$ cat config.mk
export PLATFORM = sky130hd
export DESIGN_NAME = id_ex_stage
export DESIGN_NICKNAME = d
export VERILOG_FILES = /design/src/rtl/id_ex_stage_pkg.sv /design/src/rtl/id_ex_stage_hazard.sv /design/src/rtl/id_ex_stage.sv
export SDC_FILE = /design/constraint.sdc
export NUM_CORES = 1
export LEC_CHECK = 0
export ABC_AREA = 1
export ABC_CLOCK_PERIOD_IN_PS = 9200
export CAP_MARGIN = 15
export CORE_UTILIZATION = 45
export DETAILED_ROUTE_END_ITERATION = 6
export PLACE_DENSITY = 0.93
export SKIP_CTS_REPAIR_TIMING = 1
export SYNTH_ARGS = -nofsm -noshare
export SYNTH_HDL_FRONTEND = slang
export SYNTH_HIERARCHICAL = 1
export SYNTH_SLANG_ARGS = --single-unit
export TNS_END_PERCENT = 5
$ cat constraint.sdc
create_clock -name Clk -period 9.2 [get_ports Clk]
set_clock_uncertainty 0.2 [all_clocks]
set_input_delay 1.84 -clock Clk [delete_from_list [all_inputs] [get_ports Clk]]
set_output_delay 1.84 -clock Clk [all_outputs]
set_load 0.05 [all_outputs]
$ cat src/rtl/id_ex_stage_pkg.sv
// ============================================================================
// id_ex_stage_pkg : shared pipeline definitions (control bundle, bubble, update kinds)
// Rev 1.0
// ============================================================================
`default_nettype none

package id_ex_stage_pkg;

  localparam int c_ALUOP_W = 4;

  typedef struct packed {
    logic                 reg_write;
    logic                 mem_read;
    logic                 mem_write;
    logic                 mem_to_reg;
    logic                 alu_src;
    logic                 reg_dst_sel;
    logic [c_ALUOP_W-1:0] alu_op;
  } ctrl_t;

  localparam int    c_CTRL_W      = $bits(ctrl_t);
  localparam ctrl_t c_CTRL_BUBBLE = '0;

  // What the ID/EX register does on the coming edge, highest priority first.
  typedef enum logic [2:0] {
    UPD_RESET = 3'd0,
    UPD_FLUSH = 3'd1,
    UPD_HOLD  = 3'd2,
    UPD_STALL = 3'd3,
    UPD_LOAD  = 3'd4
  } upd_t;

  function automatic logic [4:0] resolve_dst(input logic       sel,
                                             input logic [4:0] rt,
                                             input logic [4:0] rd);
    return sel ? rd : rt;
  endfunction

endpackage

`default_nettype wire

$ cat src/rtl/id_ex_stage_hazard.sv
// ============================================================================
// Hazard_Detect_Unit : combinational load-use detector between ID/EX and ID
// Rev 1.0
// ============================================================================
`default_nettype none

module Hazard_Detect_Unit
  import id_ex_stage_pkg::*;
(
  input  logic       i_ex_valid,
  input  logic       i_ex_mem_read,
  input  logic [4:0] i_ex_dst,
  input  logic       i_id_valid,
  input  logic       i_id_uses_rt,
  input  logic [4:0] i_id_rs,
  input  logic [4:0] i_id_rt,
  output logic       o_load_use
);

  logic w_rs_hit;
  logic w_rt_hit;

  assign w_rs_hit = (i_ex_dst == i_id_rs);
  assign w_rt_hit = i_id_uses_rt && (i_ex_dst == i_id_rt);

  // $0 is never really written, so a load targeting it cannot be a producer.
  assign o_load_use = i_ex_valid && i_ex_mem_read && (i_ex_dst != 5'd0) &&
                      i_id_valid && (w_rs_hit || w_rt_hit);

endmodule

`default_nettype wire

$ cat src/rtl/id_ex_stage.sv
// ============================================================================
// id_ex_stage : ID/EX pipeline register with flush/hold/load-use stall control
// Rev 1.0
// ============================================================================
`default_nettype none

module id_ex_stage
  import id_ex_stage_pkg::*;
#(
  parameter logic [15:0] STALL_SAT_MAX = 16'hFFFF
) (
  input  logic                 Clk,
  input  logic                 Rst,
  input  logic [4:0]           ID_Rs,
  input  logic [4:0]           ID_Rt,
  input  logic [4:0]           ID_Rd,
  input  logic                 ID_UsesRt,
  input  logic [31:0]          ID_ReadData1,
  input  logic [31:0]          ID_ReadData2,
  input  logic [31:0]          ID_Imm,
  input  logic [31:0]          ID_PCPlus4,
  input  logic                 ID_RegWrite,
  input  logic                 ID_MemRead,
  input  logic                 ID_MemWrite,
  input  logic                 ID_MemToReg,
  input  logic                 ID_ALUSrc,
  input  logic                 ID_RegDstSel,
  input  logic [c_ALUOP_W-1:0] ID_ALUOp,
  input  logic                 ID_Valid,
  input  logic                 Flush,
  input  logic                 Hold,
  output logic [4:0]           ID_EX_RegisterRs,
  output logic [4:0]           ID_EX_RegisterRt,
  output logic [4:0]           ID_EX_RegDst,
  output logic [31:0]          ID_EX_ReadData1,
  output logic [31:0]          ID_EX_ReadData2,
  output logic [31:0]          ID_EX_Imm,
  output logic [31:0]          ID_EX_PCPlus4,
  output logic                 ID_EX_RegWrite,
  output logic                 ID_EX_MemRead,
  output logic                 ID_EX_MemWrite,
  output logic                 ID_EX_MemToReg,
  output logic                 ID_EX_ALUSrc,
  output logic                 ID_EX_RegDstSel,
  output logic [c_ALUOP_W-1:0] ID_EX_ALUOp,
  output logic                 ID_EX_Valid,
  output logic                 PCWrite,
  output logic                 IF_ID_Write,
  output logic [15:0]          StallCount
);

  ctrl_t       r_ctrl;
  logic [4:0]  r_rs;
  logic [4:0]  r_rt;
  logic [4:0]  r_dst;
  logic [31:0] r_rd1;
  logic [31:0] r_rd2;
  logic [31:0] r_imm;
  logic [31:0] r_pc4;
  logic        r_valid;
  logic [15:0] r_stall_count;

  ctrl_t       w_id_ctrl;
  logic        w_load_use;
  logic        w_front_write;
  upd_t        w_upd;

  assign w_id_ctrl = {ID_RegWrite, ID_MemRead, ID_MemWrite, ID_MemToReg,
                      ID_ALUSrc, ID_RegDstSel, ID_ALUOp};

  Hazard_Detect_Unit u_hazard (
    .i_ex_valid    (r_valid),
    .i_ex_mem_read (r_ctrl.mem_read),
    .i_ex_dst      (r_dst),
    .i_id_valid    (ID_Valid),
    .i_id_uses_rt  (ID_UsesRt),
    .i_id_rs       (ID_Rs),
    .i_id_rt       (ID_Rt),
    .o_load_use    (w_load_use)
  );

  always_comb begin
    w_upd = UPD_LOAD;
    if (Rst)             w_upd = UPD_RESET;
    else if (Flush)      w_upd = UPD_FLUSH;
    else if (Hold)       w_upd = UPD_HOLD;
    else if (w_load_use) w_upd = UPD_STALL;
  end

  // Front end only freezes while this register itself is frozen or bubbling for a load.
  assign w_front_write = (w_upd != UPD_HOLD) && (w_upd != UPD_STALL);
  assign PCWrite       = w_front_write;
  assign IF_ID_Write   = w_front_write;

  always_ff @(posedge Clk) begin
    case (w_upd)
      UPD_RESET, UPD_FLUSH, UPD_STALL: begin
        r_ctrl  <= c_CTRL_BUBBLE;
        r_rs    <= '0;
        r_rt    <= '0;
        r_dst   <= '0;
        r_rd1   <= '0;
        r_rd2   <= '0;
        r_imm   <= '0;
        r_pc4   <= '0;
        r_valid <= 1'b0;
      end
      UPD_HOLD: begin
      end
      default: begin
        r_ctrl  <= ID_Valid ? w_id_ctrl : c_CTRL_BUBBLE;
        r_rs    <= ID_Rs;
        r_rt    <= ID_Rt;
        r_dst   <= resolve_dst(ID_RegDstSel, ID_Rt, ID_Rd);
        r_rd1   <= ID_ReadData1;
        r_rd2   <= ID_ReadData2;
        r_imm   <= ID_Imm;
        r_pc4   <= ID_PCPlus4;
        r_valid <= ID_Valid;
      end
    endcase
  end

  always_ff @(posedge Clk) begin
    if (w_upd == UPD_RESET) begin
      r_stall_count <= '0;
    end else if (w_upd == UPD_STALL && r_stall_count != STALL_SAT_MAX) begin
      r_stall_count <= r_stall_count + 16'd1;
    end
  end

  assign ID_EX_RegisterRs = r_rs;
  assign ID_EX_RegisterRt = r_rt;
  assign ID_EX_RegDst     = r_dst;
  assign ID_EX_ReadData1  = r_rd1;
  assign ID_EX_ReadData2  = r_rd2;
  assign ID_EX_Imm        = r_imm;
  assign ID_EX_PCPlus4    = r_pc4;
  assign ID_EX_RegWrite   = r_ctrl.reg_write;
  assign ID_EX_MemRead    = r_ctrl.mem_read;
  assign ID_EX_MemWrite   = r_ctrl.mem_write;
  assign ID_EX_MemToReg   = r_ctrl.mem_to_reg;
  assign ID_EX_ALUSrc     = r_ctrl.alu_src;
  assign ID_EX_RegDstSel  = r_ctrl.reg_dst_sel;
  assign ID_EX_ALUOp      = r_ctrl.alu_op;
  assign ID_EX_Valid      = r_valid;
  assign StallCount       = r_stall_count;

endmodule

`default_nettype wire

==> impl_results.md <==
* Later-pin clock latency in the skew report at 420 ps
* Crit path time final at 6170 ps
* Most common cell in the netlist: nor2_1
* Slew Viols, Final at 0
* Synth Instances at 706
* Router iterations before antenna repair at 5
* Initial antenna violation count at 0
* Power Density at 186 mW/mm^2
* Post-DP HPWL at 15.1 mm
* Met3 usage at 6.94%
* Avg Synthesized Cell Area at 10.2 sq um
* Setup TNS at 0 ps
* CTS tree: done
* Largest family of logic cells by synthesized area: simple AND/OR/NAND/NOR gates
* Global placement routability congestion at 0.904
* Post-synth EDFFs at 154
* Starting Density at 46.7%
* Root Buffer Master: clkbuf_16
* Max_cap viols at 0
* Synth Area in Compound Gates at 1.11%
* Gr usage total at 24.7%
* Setup-failing EPs final at 0
* Power after layout at 2.10 mW
* R2r startpoint: ID_EX_RegDst[4]
* Largest net degree at the start of global routing at 100
* CTS sink cnt at 170
* Synth Net Count at 866
* First-pass GRT wire length at 30.0 mm
* Via Count at 5728
* Synth Area in XOR/XNOR at 0.122%
* Setup CP Type: in -> out
* Data required, critical path at 7160 ps
* Yosys reg bits at 170
* DRC viols at 0
* Final Non-Filler Cells at 1260
* RSZ-0062 raised after global routing: false
* Share of post-route cells with drive strength above 1 at 5.15%
* Largest area contributor in the netlist: edfxtp_1
* Mapped Area at 0.00721 sq mm
* Synth top area share at 64.2%
* CTS Buf Count at 17
* Adder-cell share of the synthesized area at 0.174%
* Sequential-to-total area share from yosys stat at 68.6%
* H-tree Lvls at 4
* Nets at 1198
* Top-Level Pins at 331
* Final hold vios at 0
* Yosys warning count at 6
* Synth top cells by count: nor2_1, inv_1, edfxtp_1, nand2_1, dfxtp_1
* Port bufs at 330
* Async S/R FF share, synth at 0%
* Placed Cells at 1230
* Sequential cell area at 0.00494 sq mm
* Vias in the first global route at 5851
* Final cycle utilization of the critical path at 67.1%
* Via/cell ratio at 4.55
* Proportion of synthesized area in mux cells at 0%
* Simple-gate share of the synthesized area at 18.3%
* Pre-CTS setup slack at 3100 ps
* Worst EP arrival at 4130 ps
* Wire length per cell at 15.8 microns
* CP startpoint: ID_Rt[3]
* Total grt overflow at 0
* Critical Path Sink Type: output pin
* Die Height at 129 microns
* Std-Cell Rows at 45
* LEAKAGE at 4.98 nW
* Final WL at 19.9 mm
* CP Max Fanout at 3
* Hold Startpoint: StallCount[14]
* VDD IR max at 0.000124 V
* Peak Freq at 162 MHz
* Fillers at 1019
* Initial DRC Count at 365
* Met1 usage at 25.8%
* Status: finished clean
* GRT busiest layer: met2
* CTS max path bufs at 2
* HP Class: reg -> reg
* WHS at 347 ps
* ANT cells at 0
* Core ar. at 0.0154 sq mm
* Clock transition at path regs at 60 ps
* Chip Width at 129 microns
* Netlist cell types at 23
* Post-DRT Antenna Nets at 0
* Critical path startpoint category: input port
* Setup ws final at 3030 ps
* Area growth from synthesis to layout at 56.4%
* GR met2 Demand/Resource at 46.1%
* Synth top area cells: edfxtp_1, nor2_1, inv_1, dfxtp_1, nand2_1
* Slew headroom at 31.5%
* Die footprint at 0.0165 sq mm
* Most common flop cell mapped by yosys: edfxtp_1
* Worst Max-Slew Pin Slew at 1030 ps
* Multi-input logic area at 0.00143 sq mm
-- report_power, final --
group | internal [mW] | switching [mW] | leakage, nW
clock | 0.480 | 0.289 | 0.308
combinational | 0.154 | 0.262 | 2.80
sequential | 0.895 | 0.0176 | 1.88
-- sequential cells by signal, indices dropped and copies added (netlist names), 4 cells and up --
| signal | cells |
|---|---|
| ID_EX_RegisterRs | 5 |
| ID_EX_RegisterRt | 5 |
| ID_EX_Imm | 32 |
| StallCount | 16 |
| ID_EX_RegDst | 5 |
| ID_EX_ALUOp | 4 |
| ID_EX_ReadData2 | 32 |
| ID_EX_ReadData1 | 32 |
| ID_EX_PCPlus4 | 32 |
-- worst max-delay path, stage by stage --
cell,delay (ps)
clkdlybuf4s50_1,520
inv_1,70
nand2_1,60
nand2_1,60
nor2_1,120
nand3_1,150
a21oi_1,400
o21ai_0,190
clkdlybuf4s50_1,730
-- stage by stage --
stage               util [%]  instance area [sq um]
floorplan                  -                   7210
global placement        69.0                  10600
detailed placement      69.0                  10600
CTS                     73.0                  11300
global route            73.0                  11300
finish                  73.0                  11300
-- metal layers --
layer,wire length [microns],share of wire (%),vias up
li1,-,-,2801
met1,7330,37,2647
met2,10600,53,240
met3,1430,7.2,40
met4,561,2.8,0
met5,0,0,-
-- area by class of cell --
class | instances | area share, %
inverters | 180 | 6.02
repair buffers | 333 | 29.5
multi-input cells | 336 | 12.7
flip-flops and latches | 170 | 43.9
well taps | 211 | 2.34
clock inverters | 12 | 1.75
clock buffers | 18 | 3.81
-- logic make-up (layout without fill, tap and decap cells) --
logic type	after synthesis	count (layout)
compound gates	16	16
xor+xnor	1	1
fa+ha+maj	1	1
buf+inv	200	543
flops	170	170
simple gates	318	318
-- placed cells by master, fill, tap and decap left out, types with 2 or more instances in the layout --
master | Yosys | final
clkdlybuf4s50_1 | 0 | 330
nor2_1 | 213 | 213
inv_1 | 177 | 177
edfxtp_1 | 154 | 154
nand2_1 | 71 | 70
clkbuf_16 | 0 | 17
dfxtp_1 | 16 | 16
a21oi_1 | 12 | 12
nand3_1 | 11 | 11
nand2_2 | 6 | 6
nor2_4 | 6 | 6
bufinv_16 | 0 | 5
o21ai_0 | 4 | 4
clkinv_2 | 0 | 4
nand4_1 | 3 | 3
buf_4 | 1 | 3
inv_2 | 3 | 2
nor2_2 | 2 | 2
nand3b_2 | 2 | 2
nor3_1 | 2 | 2
-- worst paths after layout --
kind | endpoint | slack, ps | cells past startpoint
setup / recovery | IF_ID_Write | 3030 | 9
hold / removal | StallCount[14] | 350 | 2
setup reg to reg | ID_EX_PCPlus4[10] | 5500 | 12
hold reg to reg | StallCount[14] | 350 | 2
Power figures use the tool's default switching activity.
